===== src/rtl/pwm_led_pkg.sv =====
// Shared definitions for the soft-PWM LED controller: register map,
// channel mode encodings and the blink/breathe state encodings.
package pwm_led_pkg;

    localparam logic [4:0] ADDR_CTRL    = 5'h00;
    localparam logic [4:0] ADDR_PRE_LO  = 5'h01;
    localparam logic [4:0] ADDR_PRE_HI  = 5'h02;
    localparam logic [4:0] ADDR_BLK_ON  = 5'h03;
    localparam logic [4:0] ADDR_BLK_OFF = 5'h04;
    localparam logic [4:0] ADDR_STAT    = 5'h05;
    localparam int         CHAN_BASE    = 8;

    localparam int CTRL_RUN    = 0;
    localparam int CTRL_OUT_EN = 1;
    localparam int CTRL_INVERT = 2;
    localparam int CTRL_IRQ_EN = 3;

    localparam logic [1:0] MODE_STATIC     = 2'd0;
    localparam logic [1:0] MODE_BLINK      = 2'd1;
    localparam logic [1:0] MODE_BREATHE    = 2'd2;
    localparam logic [1:0] MODE_STATIC_ALT = 2'd3;

    typedef enum logic {BLINK_ON = 1'b0, BLINK_OFF = 1'b1} blink_state_t;
    typedef enum logic {BR_UP = 1'b0, BR_DOWN = 1'b1} breathe_state_t;

endpackage


===== src/rtl/pwm_led_chan.sv =====
// One PWM channel: host-visible duty/mode, frame-aligned shadow copies,
// the per-channel breathe ramp, and the compare + polarity output register.
module pwm_led_chan
    import pwm_led_pkg::*;
#(
    parameter int PWM_W = 8
) (
    input  logic             clk,
    input  logic             rst_n,
    input  logic             duty_we,
    input  logic             mode_we,
    input  logic [PWM_W-1:0] duty_din,
    input  logic [1:0]       mode_din,
    input  logic             run,
    input  logic             frame,
    input  logic             blink_on,
    input  logic             out_en,
    input  logic             invert,
    input  logic [PWM_W-1:0] pwm_cnt,
    output logic [PWM_W-1:0] duty_host,
    output logic [1:0]       mode_host,
    output logic             pwm_out
);

    logic [PWM_W-1:0] duty_sh;
    logic [1:0]       mode_sh;
    breathe_state_t   br_state, br_next;
    logic [PWM_W-1:0] ramp, ramp_next;
    logic [PWM_W:0]   ramp_inc;
    logic [PWM_W-1:0] level;
    logic             breathing;
    logic             raw;

    assign breathing = run && (mode_sh == MODE_BREATHE);
    assign ramp_inc  = {1'b0, ramp} + {{PWM_W{1'b0}}, 1'b1};

    // Host-side duty/mode registers, written directly from the bus.
    always_ff @(posedge clk or negedge rst_n) begin
        if (!rst_n) begin
            duty_host <= '0;
            mode_host <= '0;
        end else begin
            if (duty_we) duty_host <= duty_din;
            if (mode_we) mode_host <= mode_din;
        end
    end

    // Shadow copies only change on a frame boundary (or while stopped, when no frame is in flight).
    always_ff @(posedge clk or negedge rst_n) begin
        if (!rst_n) begin
            duty_sh <= '0;
            mode_sh <= '0;
        end else if (frame || !run) begin
            duty_sh <= duty_host;
            mode_sh <= mode_host;
        end
    end

    // Breathe state register: ramp restarts from 0/UP whenever the channel is not breathing.
    always_ff @(posedge clk or negedge rst_n) begin
        if (!rst_n) begin
            br_state <= BR_UP;
            ramp     <= '0;
        end else if (!breathing) begin
            br_state <= BR_UP;
            ramp     <= '0;
        end else if (frame) begin
            br_state <= br_next;
            ramp     <= ramp_next;
        end
    end

    // Breathe next-state: climb to the duty value, then fall back to zero.
    always_comb begin
        br_next   = br_state;
        ramp_next = ramp;
        case (br_state)
            BR_UP: begin
                if (ramp_inc >= {1'b0, duty_sh}) begin
                    ramp_next = duty_sh;
                    br_next   = BR_DOWN;
                end else begin
                    ramp_next = ramp_inc[PWM_W-1:0];
                end
            end
            BR_DOWN: begin
                if (ramp <= {{(PWM_W-1){1'b0}}, 1'b1}) begin
                    ramp_next = '0;
                    br_next   = BR_UP;
                end else begin
                    ramp_next = ramp - {{(PWM_W-1){1'b0}}, 1'b1};
                end
            end
            default: br_next = BR_UP;
        endcase
    end

    // Output level selection per mode, then the raw compare against the frame counter.
    always_comb begin
        level = duty_sh;
        case (mode_sh)
            MODE_BLINK:   level = blink_on ? duty_sh : '0;
            MODE_BREATHE: level = ramp;
            default:      level = duty_sh;
        endcase
        raw = run && (pwm_cnt < level);
    end

    // Registered pad drive with polarity; disabled outputs rest at the idle polarity.
    always_ff @(posedge clk or negedge rst_n) begin
        if (!rst_n) pwm_out <= 1'b0;
        else        pwm_out <= out_en ? (raw ^ invert) : invert;
    end

endmodule


===== src/rtl/pwm_led_ctrl.sv =====
// Soft-PWM LED controller on the 6502 register bus: register decode,
// prescaler, shared PWM counter, shared blink sequencer, frame status/IRQ
// and readback; per-channel work lives in pwm_led_chan.
module pwm_led_ctrl
    import pwm_led_pkg::*;
#(
    parameter int NCH   = 3,
    parameter int PWM_W = 8,
    parameter int PRE_W = 16
) (
    input  logic           clk,
    input  logic           rst_n,
    input  logic           cs,
    input  logic           we,
    input  logic [4:0]     addr,
    input  logic [7:0]     din,
    output logic [7:0]     dout,
    output logic [NCH-1:0] pwm_out,
    output logic           frame_irq
);

    logic [3:0]       ctrl;
    logic [PRE_W-1:0] pre, pre_cnt;
    logic [15:0]      pre16;
    logic [7:0]       blk_on, blk_off, act_on, act_off;
    logic             stat;
    logic [PWM_W-1:0] pwm_cnt;
    logic             wr, rd, run, tick, frame;
    blink_state_t     blink_state, blink_next;
    logic [7:0]       bcnt, bcnt_next;
    logic [8:0]       bcnt_inc;
    logic             phase_end, blink_on;
    logic [7:0]       rdata;
    logic [PWM_W-1:0] duty_host [NCH];
    logic [1:0]       mode_host [NCH];

    assign wr        = cs && we;
    assign rd        = cs && !we;
    assign run       = ctrl[CTRL_RUN];
    assign pre16     = 16'(pre);
    assign tick      = run && (pre_cnt == pre);
    assign frame     = tick && (pwm_cnt == {PWM_W{1'b1}});
    assign frame_irq = stat && ctrl[CTRL_IRQ_EN];
    assign bcnt_inc  = {1'b0, bcnt} + 9'd1;

    // Global configuration registers written from the bus.
    always_ff @(posedge clk or negedge rst_n) begin
        if (!rst_n) begin
            ctrl    <= '0;
            pre     <= '0;
            blk_on  <= '0;
            blk_off <= '0;
        end else if (wr) begin
            case (addr)
                ADDR_CTRL:    ctrl    <= din[3:0];
                ADDR_PRE_LO:  pre     <= PRE_W'({pre16[15:8], din});
                ADDR_PRE_HI:  pre     <= PRE_W'({din, pre16[7:0]});
                ADDR_BLK_ON:  blk_on  <= din;
                ADDR_BLK_OFF: blk_off <= din;
                default: ;
            endcase
        end
    end

    // Sticky frame flag; a frame in the same cycle as a clearing read keeps it set.
    always_ff @(posedge clk or negedge rst_n) begin
        if (!rst_n)                         stat <= 1'b0;
        else if (frame)                     stat <= 1'b1;
        else if (rd && addr == ADDR_STAT)   stat <= 1'b0;
    end

    // Prescaler: one PWM tick every PRE+1 clocks while running.
    always_ff @(posedge clk or negedge rst_n) begin
        if (!rst_n)              pre_cnt <= '0;
        else if (!run || tick)   pre_cnt <= '0;
        else                     pre_cnt <= pre_cnt + PRE_W'(1);
    end

    // Shared PWM counter, wrapping at the end of each frame.
    always_ff @(posedge clk or negedge rst_n) begin
        if (!rst_n)      pwm_cnt <= '0;
        else if (!run)   pwm_cnt <= '0;
        else if (tick)   pwm_cnt <= pwm_cnt + PWM_W'(1);
    end

    // Blink state register; phase lengths are re-sampled only at phase boundaries.
    always_ff @(posedge clk or negedge rst_n) begin
        if (!rst_n) begin
            blink_state <= BLINK_ON;
            bcnt        <= '0;
            act_on      <= '0;
            act_off     <= '0;
        end else if (!run) begin
            blink_state <= BLINK_ON;
            bcnt        <= '0;
            act_on      <= blk_on;
            act_off     <= blk_off;
        end else if (frame) begin
            blink_state <= blink_next;
            bcnt        <= bcnt_next;
            if (phase_end) begin
                act_on  <= blk_on;
                act_off <= blk_off;
            end
        end
    end

    // Blink next-state: count frames in the current phase, switch when it is used up.
    always_comb begin
        blink_next = blink_state;
        bcnt_next  = bcnt_inc[7:0];
        phase_end  = 1'b0;
        case (blink_state)
            BLINK_ON: begin
                if (bcnt_inc >= {1'b0, act_on}) begin
                    phase_end = 1'b1;
                    bcnt_next = '0;
                    if (act_off != 8'd0) blink_next = BLINK_OFF;
                end
            end
            BLINK_OFF: begin
                if (bcnt_inc >= {1'b0, act_off}) begin
                    phase_end = 1'b1;
                    bcnt_next = '0;
                    if (act_on != 8'd0) blink_next = BLINK_ON;
                end
            end
            default: blink_next = BLINK_ON;
        endcase
    end

    // Blink output: a zero ON length means the channel never lights.
    always_comb begin
        blink_on = (blink_state == BLINK_ON) && (act_on != 8'd0);
    end

    // Readback mux; unmapped addresses and absent channels read as zero.
    always_comb begin
        rdata = '0;
        case (addr)
            ADDR_CTRL:    rdata = {4'b0, ctrl};
            ADDR_PRE_LO:  rdata = pre16[7:0];
            ADDR_PRE_HI:  rdata = pre16[15:8];
            ADDR_BLK_ON:  rdata = blk_on;
            ADDR_BLK_OFF: rdata = blk_off;
            ADDR_STAT:    rdata = {7'b0, stat};
            default: ;
        endcase
        for (int c = 0; c < NCH; c++) begin
            if (addr == 5'(CHAN_BASE + 2 * c))     rdata = 8'(duty_host[c]);
            if (addr == 5'(CHAN_BASE + 2 * c + 1)) rdata = {6'b0, mode_host[c]};
        end
    end

    // Registered read data, held between reads.
    always_ff @(posedge clk or negedge rst_n) begin
        if (!rst_n)   dout <= '0;
        else if (rd)  dout <= rdata;
    end

    for (genvar c = 0; c < NCH; c++) begin : g_chan
        pwm_led_chan #(.PWM_W(PWM_W)) u_chan (
            .clk       (clk),
            .rst_n     (rst_n),
            .duty_we   (wr && (addr == 5'(CHAN_BASE + 2 * c))),
            .mode_we   (wr && (addr == 5'(CHAN_BASE + 2 * c + 1))),
            .duty_din  (din[PWM_W-1:0]),
            .mode_din  (din[1:0]),
            .run       (run),
            .frame     (frame),
            .blink_on  (blink_on),
            .out_en    (ctrl[CTRL_OUT_EN]),
            .invert    (ctrl[CTRL_INVERT]),
            .pwm_cnt   (pwm_cnt),
            .duty_host (duty_host[c]),
            .mode_host (mode_host[c]),
            .pwm_out   (pwm_out[c])
        );
    end

endmodule


===== config.mk =====
export PLATFORM = sky130hd
export DESIGN_NAME = pwm_led_ctrl
export DESIGN_NICKNAME = d
export VERILOG_FILES = /design/src/rtl/pwm_led_pkg.sv /design/src/rtl/pwm_led_chan.sv /design/src/rtl/pwm_led_ctrl.sv
export SDC_FILE = /design/constraint.sdc
export NUM_CORES = 1
export LEC_CHECK = 0
export CAP_MARGIN = 20
export CORE_ASPECT_RATIO = 1.1
export CORE_MARGIN = 8
export CORE_UTILIZATION = 59
export CTS_CLUSTER_SIZE = 28
export DETAILED_ROUTE_END_ITERATION = 8
export PLACE_DENSITY = 0.77
export SLEW_MARGIN = 20
export SYNTH_ARGS = -nofsm -noshare
export SYNTH_HDL_FRONTEND = slang
export SYNTH_HIERARCHICAL = 1
export SYNTH_SLANG_ARGS = --single-unit

===== constraint.sdc =====
create_clock -name clk -period 4.5 [get_ports clk]
set_input_delay 0.675 -clock clk [delete_from_list [all_inputs] [get_ports clk]]
set_output_delay 0.675 -clock clk [all_outputs]
set_load 0.01 [all_outputs]

[Word level (Yosys, flattened, before mapping)]
Cells that the tools add are included.
Word-level totals
  register bits after elaboration: 184
  bits in latches: 0
  memory bits (writable): 0
  bits in read-only memories: 0
  bits of input ports: 17
  output and inout port bits: 12
  logic and storage cells: 194
  memories kept: 0
Operators by class
  add/subtract/negate cells: 9
  multipliers: 0
  div/mod/pow operators: 0
  $lt $le $gt $ge: 11
  equal/unequal tests: 25
  shifts and indexed selects: 0
  mux-type cells: 73
  bitwise logic cells: 9
  reductions and logical operators: 33
Operators with widths (count)
  $mux W8: 33
  $pmux W8 S2: 7
  $pmux W8 S6: 1
  $ge A9 B8 Y1: 5
  $add A8 B1 Y9 const B: 4
  $pmux W16 S2: 1
  $eq A5 B4 Y1 const B: 6
  $mux W1: 25
  $le A8 B1 Y1 const B: 3
  $lt A8 B8 Y1: 3
  $sub A8 B1 Y8 const B: 3
  $logic_and A1 B1 Y1: 19
  $add A16 B1 Y16 const B: 1
  $eq A16 B16 Y1: 1
  $mux W16: 1
  $reduce_bool A8 Y1: 2
  $eq A5 B2 Y1 const B: 2
  $eq A5 B3 Y1 const B: 2
  $ne A2 B1 Y1 const B: 5
  $pmux W1 S2: 5
  $add A8 B1 Y8 const B: 1
  $eq A8 B8 Y1 const B: 1
  $reduce_and A2 Y1: 4
  $eq A2 B1 Y1 const B: 3
  other kinds (10): 22

[Depth between registers and ports, before layout]
  depth after elaboration: 8
  depth in mapped cells: 14

[Hierarchy]
The synthesis kept the hierarchy.
Modules (own cells, without submodules)
  pwm_led_ctrl: instances 1, cells an instance 510, area each 5250.0 sq um, seq. area each 2352.3 sq um
  pwm_led_chan (g_chan[2].u_chan): instances 1, cells an instance 240, area each 2230.9 sq um, seq. area each 750.7 sq um
  pwm_led_chan (g_chan[0].u_chan): instances 1, cells an instance 223, area each 2070.7 sq um, seq. area each 750.7 sq um
  pwm_led_chan (g_chan[1].u_chan): instances 1, cells an instance 209, area each 2020.7 sq um, seq. area each 750.7 sq um

[Least setup slack after synthesis]
No wires, ideal clock.
  path type: register -> register
  from: register bcnt[0]
  to: register act_off[4]
  setup time: 0.125 ns
  arrival time: 2.973 ns
  required time: 4.375 ns
  path slack: 1.402 ns
  stages on the path, launching flop included: 15
  buffers on the path: 1
  cell sequence: dfrtp_1 ha_1 inv_1 nor2_1 nand2_1 or2_2 nand2_1 ha_1 a21o_1 a21oi_1 o21ai_0 nor4b_2 o31ai_4 buf_12 mux2_4
On the way
  cells in the longest elaborated chain, start to end: 6
  elaborated cells between the ends (all ways): 8
  those cells by class: 1 x add/sub; 2 x order compare; 1 x eq/ne; 3 x mux; 1 x reduce/logical
Ends and longest elaborated chain
  start: declaration: RTL line pwm_led_ctrl.sv:30  | logic [7:0] bcnt, bcnt_next;
  start signal: assignment: RTL line pwm_led_ctrl.sv:100  | bcnt <= bcnt_next;
  $add A8 B1 Y9 (*): RTL line pwm_led_ctrl.sv:44  | assign bcnt_inc = {1'b0, bcnt} + 9'd1;
  $ge A9 B8 Y1, on equally long branches: RTL line pwm_led_ctrl.sv:122, pwm_led_ctrl.sv:115
  $mux W1, on equally long branches: RTL line pwm_led_ctrl.sv:122, pwm_led_ctrl.sv:115
  $pmux W1 S2 (*): RTL line pwm_led_ctrl.sv:113  | case (blink_state)
  $ne A2 B1 Y1 (no line) (*)
  $reduce_and A2 Y1 (no line) (*)
  end signal: assignment: RTL line pwm_led_ctrl.sv:97  | act_off <= blk_off;
  end signal: assignment: RTL line pwm_led_ctrl.sv:103  | act_off <= blk_off;
  end: declaration: RTL line pwm_led_ctrl.sv:25  | logic [7:0] blk_on, blk_off, act_on, act_off;
Every way passes the cells marked *; elsewhere a longest branch is shown, timed or not.
A chain may end at the register's enable or synchronous reset.

[Worst setup path after layout]
  from: register bcnt[0]
  to: register act_off[1]
Same word-level chain as after synthesis.

==> Implementation_results.wiki <==
{| class="wikitable"
! Metric !! Value
|-
| Outcome || complete, no violations
|-
| Mapped Nets || 1278
|-
| Number of buffers inserted during clock tree synthesis || 17
|-
| Slew headroom || 31.2%
|-
| Initial DRT Pass Iterations || 6
|-
| Final std cell area, no fill || 0.0125 mm²
|-
| P_leak || 5.51 nW
|-
| CTS root buffer || sky130_fd_sc_hd__clkbuf_16
|-
| Pwr/cell area || 355 mW/mm²
|-
| Post-Route Skew || 12.6 ps
|-
| Initial antenna violation count || 0
|-
| Final number of hold-violating endpoints || 0
|-
| Post-CTS setup buffers || 0
|-
| #FFs+latches synth || 184
|-
| Effective utilization at floorplan || 60.4%
|-
| Yosys warning count || 6
|-
| Number of global-route vias before repair || 8901
|-
| First-pass GRT wire length || 46.8 mm
|-
| Overall die width || 150 µm
|-
| Number of nets in the finished design || 1276
|-
| Asr flop ratio synth || 100%
|-
| Worst-case reg-to-reg path depth || 12
|-
| List of most frequent post-synthesis cells || sky130_fd_sc_hd__dfrtp_1 (184), sky130_fd_sc_hd__nand2_1 (111), sky130_fd_sc_hd__ha_1 (79)
|-
| Tightest Pin Transition || 1020 ps
|-
| Clock Path Buffers || 2
|-
| Start-to-end type of the worst setup path || register to register
|-
| Class of the tightest hold or removal check || input port to asynchronous set/reset pin
|-
| Detailed router's first-iteration violation count || 852
|-
| Crit share post-route || 79.5%
|-
| Distinct cell type count of the synthesized netlist || 90
|-
| Instance area after placement || 0.0119 mm²
|-
| Gate count after technology mapping || 1182
|-
| Number of routed nets with antenna violations || 0
|-
| Pin count of the biggest net entering global routing || 96
|-
| Via density || 6.43
|-
| GRT Overall Usage || 23.9%
|-
| Total of hold buffers inserted after clock tree synthesis || 0
|-
| Time the worst path needs with I/O delays and setup || 3580 ps
|-
| Critical Path AT || 3910 ps
|-
| Mapped Avg Cell Area || 9.79 µm²
|-
| Prevailing post-synth register cell || sky130_fd_sc_hd__dfrtp_1
|-
| H-tree depth || 4
|-
| Post-detail-place hpwl || 20.7 mm
|-
| Launching point of the worst reg2reg path || bcnt[0]$_DFFE_PN0P_
|-
| Share of the core filled with cells || 65.2%
|-
| Sequential element share of the synthesized area || 39.8%
|-
| Routed wire length || 28.7 mm
|-
| Via total after detailed routing || 9252
|-
| Reg2reg end || act_off[1]$_DFFE_PN0P_
|-
| Number of placement rows || 53
|-
| Die Footprint || 0.0244 mm²
|-
| Critical path peak fanout || 16
|-
| Share of the synthesized area in the top cell type || 39.8%
|-
| Buffers on Ports || 28
|-
| Fin. max-slew vios || 0
|-
| Tightest hold margin || 308 ps
|-
| Fmax || 0.280 GHz
|-
| Final setup vio count || 0
|-
| Maximum vdd ir drop || 327 µV
|-
| I/O pins || 29
|-
| Top cells by area in the synthesized netlist || sky130_fd_sc_hd__dfrtp_1 (40%), sky130_fd_sc_hd__ha_1 (8.5%), sky130_fd_sc_hd__mux2_2 (6.5%)
|-
| Die height || 163 µm
|-
| Dominant cell by count in the synthesized netlist || sky130_fd_sc_hd__dfrtp_1
|-
| Detail-routed net length per standard cell || 19.9 µm
|-
| Setup slack, reg-to-reg || 920 ps
|-
| Core area || 0.0192 mm²
|-
| Clock tree from TritonCTS || yes
|-
| RD Place Congestion || 0.944
|-
| Unrepaired setup endpoints after global routing || false
|-
| Max-cap violations || 0
|-
| Cell type contributing the most total cell area after synthesis || sky130_fd_sc_hd__dfrtp_1
|-
| Growth of design area from synthesis to finish || 7.99%
|-
| Later-pin clock latency in the skew report || 440 ps
|-
| Required time of the critical path || 4830 ps
|-
| CP endpoint kind || register
|-
| Ant. Diodes || 0
|-
| Post-Route Setup TNS || 0 ps
|-
| Fraction of layout cells with a size suffix above 1 || 13.2%
|-
| # clock sinks || 184
|-
| Count of cells resized by post-cts repair || 0
|-
| Clk slew on worst S/H paths || 80 ps
|-
| Remaining global-route overflow || 0
|-
| Critical path startpoint category || register
|-
| Mapped Area || 0.0116 mm²
|-
| Post-detailed-route DRC marker count || 0
|-
| Post-synth EDFFs || 0
|}
==> critical path, cell delays in order (launching register included) <==
cell	delay, ps
sky130_fd_sc_hd__dfrtp_1	470
sky130_fd_sc_hd__ha_1	240
sky130_fd_sc_hd__inv_1	80
sky130_fd_sc_hd__nor2_1	160
sky130_fd_sc_hd__nand2_1	100
sky130_fd_sc_hd__or2_2	290
sky130_fd_sc_hd__nand2_1	110
sky130_fd_sc_hd__ha_1	170
sky130_fd_sc_hd__nand4_1	100
sky130_fd_sc_hd__o21ai_0	300
sky130_fd_sc_hd__nor4b_2	150
sky130_fd_sc_hd__o31ai_4	870
sky130_fd_sc_hd__mux2_2	420
==> cell type report <==
cell class / count / area (µm²)
Clock buffer: 17 / 425
Multi-Input combinational cell: 875 / 6390
Fill cell: 1491 / 6670
Sequential cell: 184 / 4600
Tap cell: 247 / 309
Clock inverter: 14 / 160
Timing Repair Buffer: 37 / 362
Inverter: 65 / 244
==> power by group <==
part	leakage, nW	switching [mW]	internal, mW
registers	2.49	0.172	1.82
logic	2.74	0.536	0.412
clock network	0.285	0.716	0.789
total	5.51	1.42	3.02
==> sequential cells by signal, indices dropped and copies added, names as in the netlist, 4 cells and up <==
| signal | flops |
|---|---|
| act_off | 8 |
| act_on | 8 |
| bcnt | 8 |
| blk_off | 8 |
| blk_on | 8 |
| ctrl | 4 |
| dout | 8 |
| g_chan.u_chan/duty_host | 24 |
| g_chan.u_chan/duty_sh | 24 |
| g_chan.u_chan/mode_host | 6 |
| g_chan.u_chan/mode_sh | 6 |
| g_chan.u_chan/ramp | 24 |
| pre | 16 |
| pre_cnt | 16 |
| pwm_cnt | 8 |
==> worst max path at each step <==
stage,endpoint,slack (ps),cells past startpoint,startpoint
finish,act_off[1]$_DFFE_PN0P_,920,12,bcnt[0]$_DFFE_PN0P_
global route,act_off[2]$_DFFE_PN0P_,650,12,bcnt[0]$_DFFE_PN0P_
CTS,act_on[7]$_DFFE_PN0P_,920,12,bcnt[0]$_DFFE_PN0P_
detailed placement,act_off[3]$_DFFE_PN0P_,950,12,bcnt[0]$_DFFE_PN0P_
global placement,act_off[7]$_DFFE_PN0P_,1120,12,bcnt[0]$_DFFE_PN0P_
floorplan,act_off[4]$_DFFE_PN0P_,1400,14,bcnt[0]$_DFFE_PN0P_
==> per-stage QoR <==
stage               setup slack [ps]  std cells  power [mW]
floorplan                       1400       1182        2.63
global placement                1120       1408        2.92
detailed placement               946       1408        2.95
CTS                              924       1439        4.45
global route                     649       1439        4.65
finish                           923       1439        4.44
==> placed cells by master, fill, tap and decap left out, types with 5 or more instances in the layout <==
cell type and count:
sky130_fd_sc_hd__dfrtp_1 184, sky130_fd_sc_hd__a21oi_1 43, sky130_fd_sc_hd__mux2_4 10, sky130_fd_sc_hd__o21ai_1 8, sky130_fd_sc_hd__o21ai_0 65, sky130_fd_sc_hd__ha_1 79
sky130_fd_sc_hd__nor2_1 68, sky130_fd_sc_hd__clkbuf_16 17, sky130_fd_sc_hd__a22oi_1 39, sky130_fd_sc_hd__o22ai_1 9, sky130_fd_sc_hd__nand2_1 111, sky130_fd_sc_hd__xor2_1 23
sky130_fd_sc_hd__a21o_1 15, sky130_fd_sc_hd__nor3_1 25, sky130_fd_sc_hd__clkdlybuf4s50_1 27, sky130_fd_sc_hd__o211ai_1 8, sky130_fd_sc_hd__nand3_1 37, sky130_fd_sc_hd__buf_4 8
sky130_fd_sc_hd__inv_1 64, sky130_fd_sc_hd__and2_1 8, sky130_fd_sc_hd__xnor2_1 37, sky130_fd_sc_hd__nand4_1 26, sky130_fd_sc_hd__nand2b_1 11, sky130_fd_sc_hd__and3_1 14
sky130_fd_sc_hd__mux2_2 67, sky130_fd_sc_hd__nor3_2 7, sky130_fd_sc_hd__a31oi_1 12, sky130_fd_sc_hd__mux2i_1 7, sky130_fd_sc_hd__nor3b_1 5, sky130_fd_sc_hd__nor4_1 10
sky130_fd_sc_hd__or3_1 9, sky130_fd_sc_hd__nor2b_1 10, sky130_fd_sc_hd__a222oi_1 5, sky130_fd_sc_hd__a2111oi_0 10
==> metal layers <==
layer | track usage, % | vias to the layer above | part of all wire (%)
met5 | 0 | - | 0
met4 | 9.28 | 0 | 2.6
met3 | 3.17 | 53 | 4.9
met2 | 38.1 | 336 | 47
met1 | 32.4 | 4543 | 45
li1 | - | 4320 | -
==> kinds of logic (layout without fill, tap and decap cells) <==
| kind of cell | after synthesis | in the layout | synth area share, % |
|---|---|---|---|
| AO/OA/AOI/OAI | 269 | 269 | 15.9 |
| XOR/XNOR | 60 | 60 | 4.54 |
| adder cells (fa/ha/maj) | 79 | 79 | 8.54 |
| buffers and inverters | 123 | 133 | 4.97 |
| flip-flops | 184 | 184 | 39.8 |
| multiplexers | 84 | 84 | 8.42 |
| AND/OR/NAND/NOR | 383 | 383 | 17.9 |
Power figures use the tool's default switching activity.
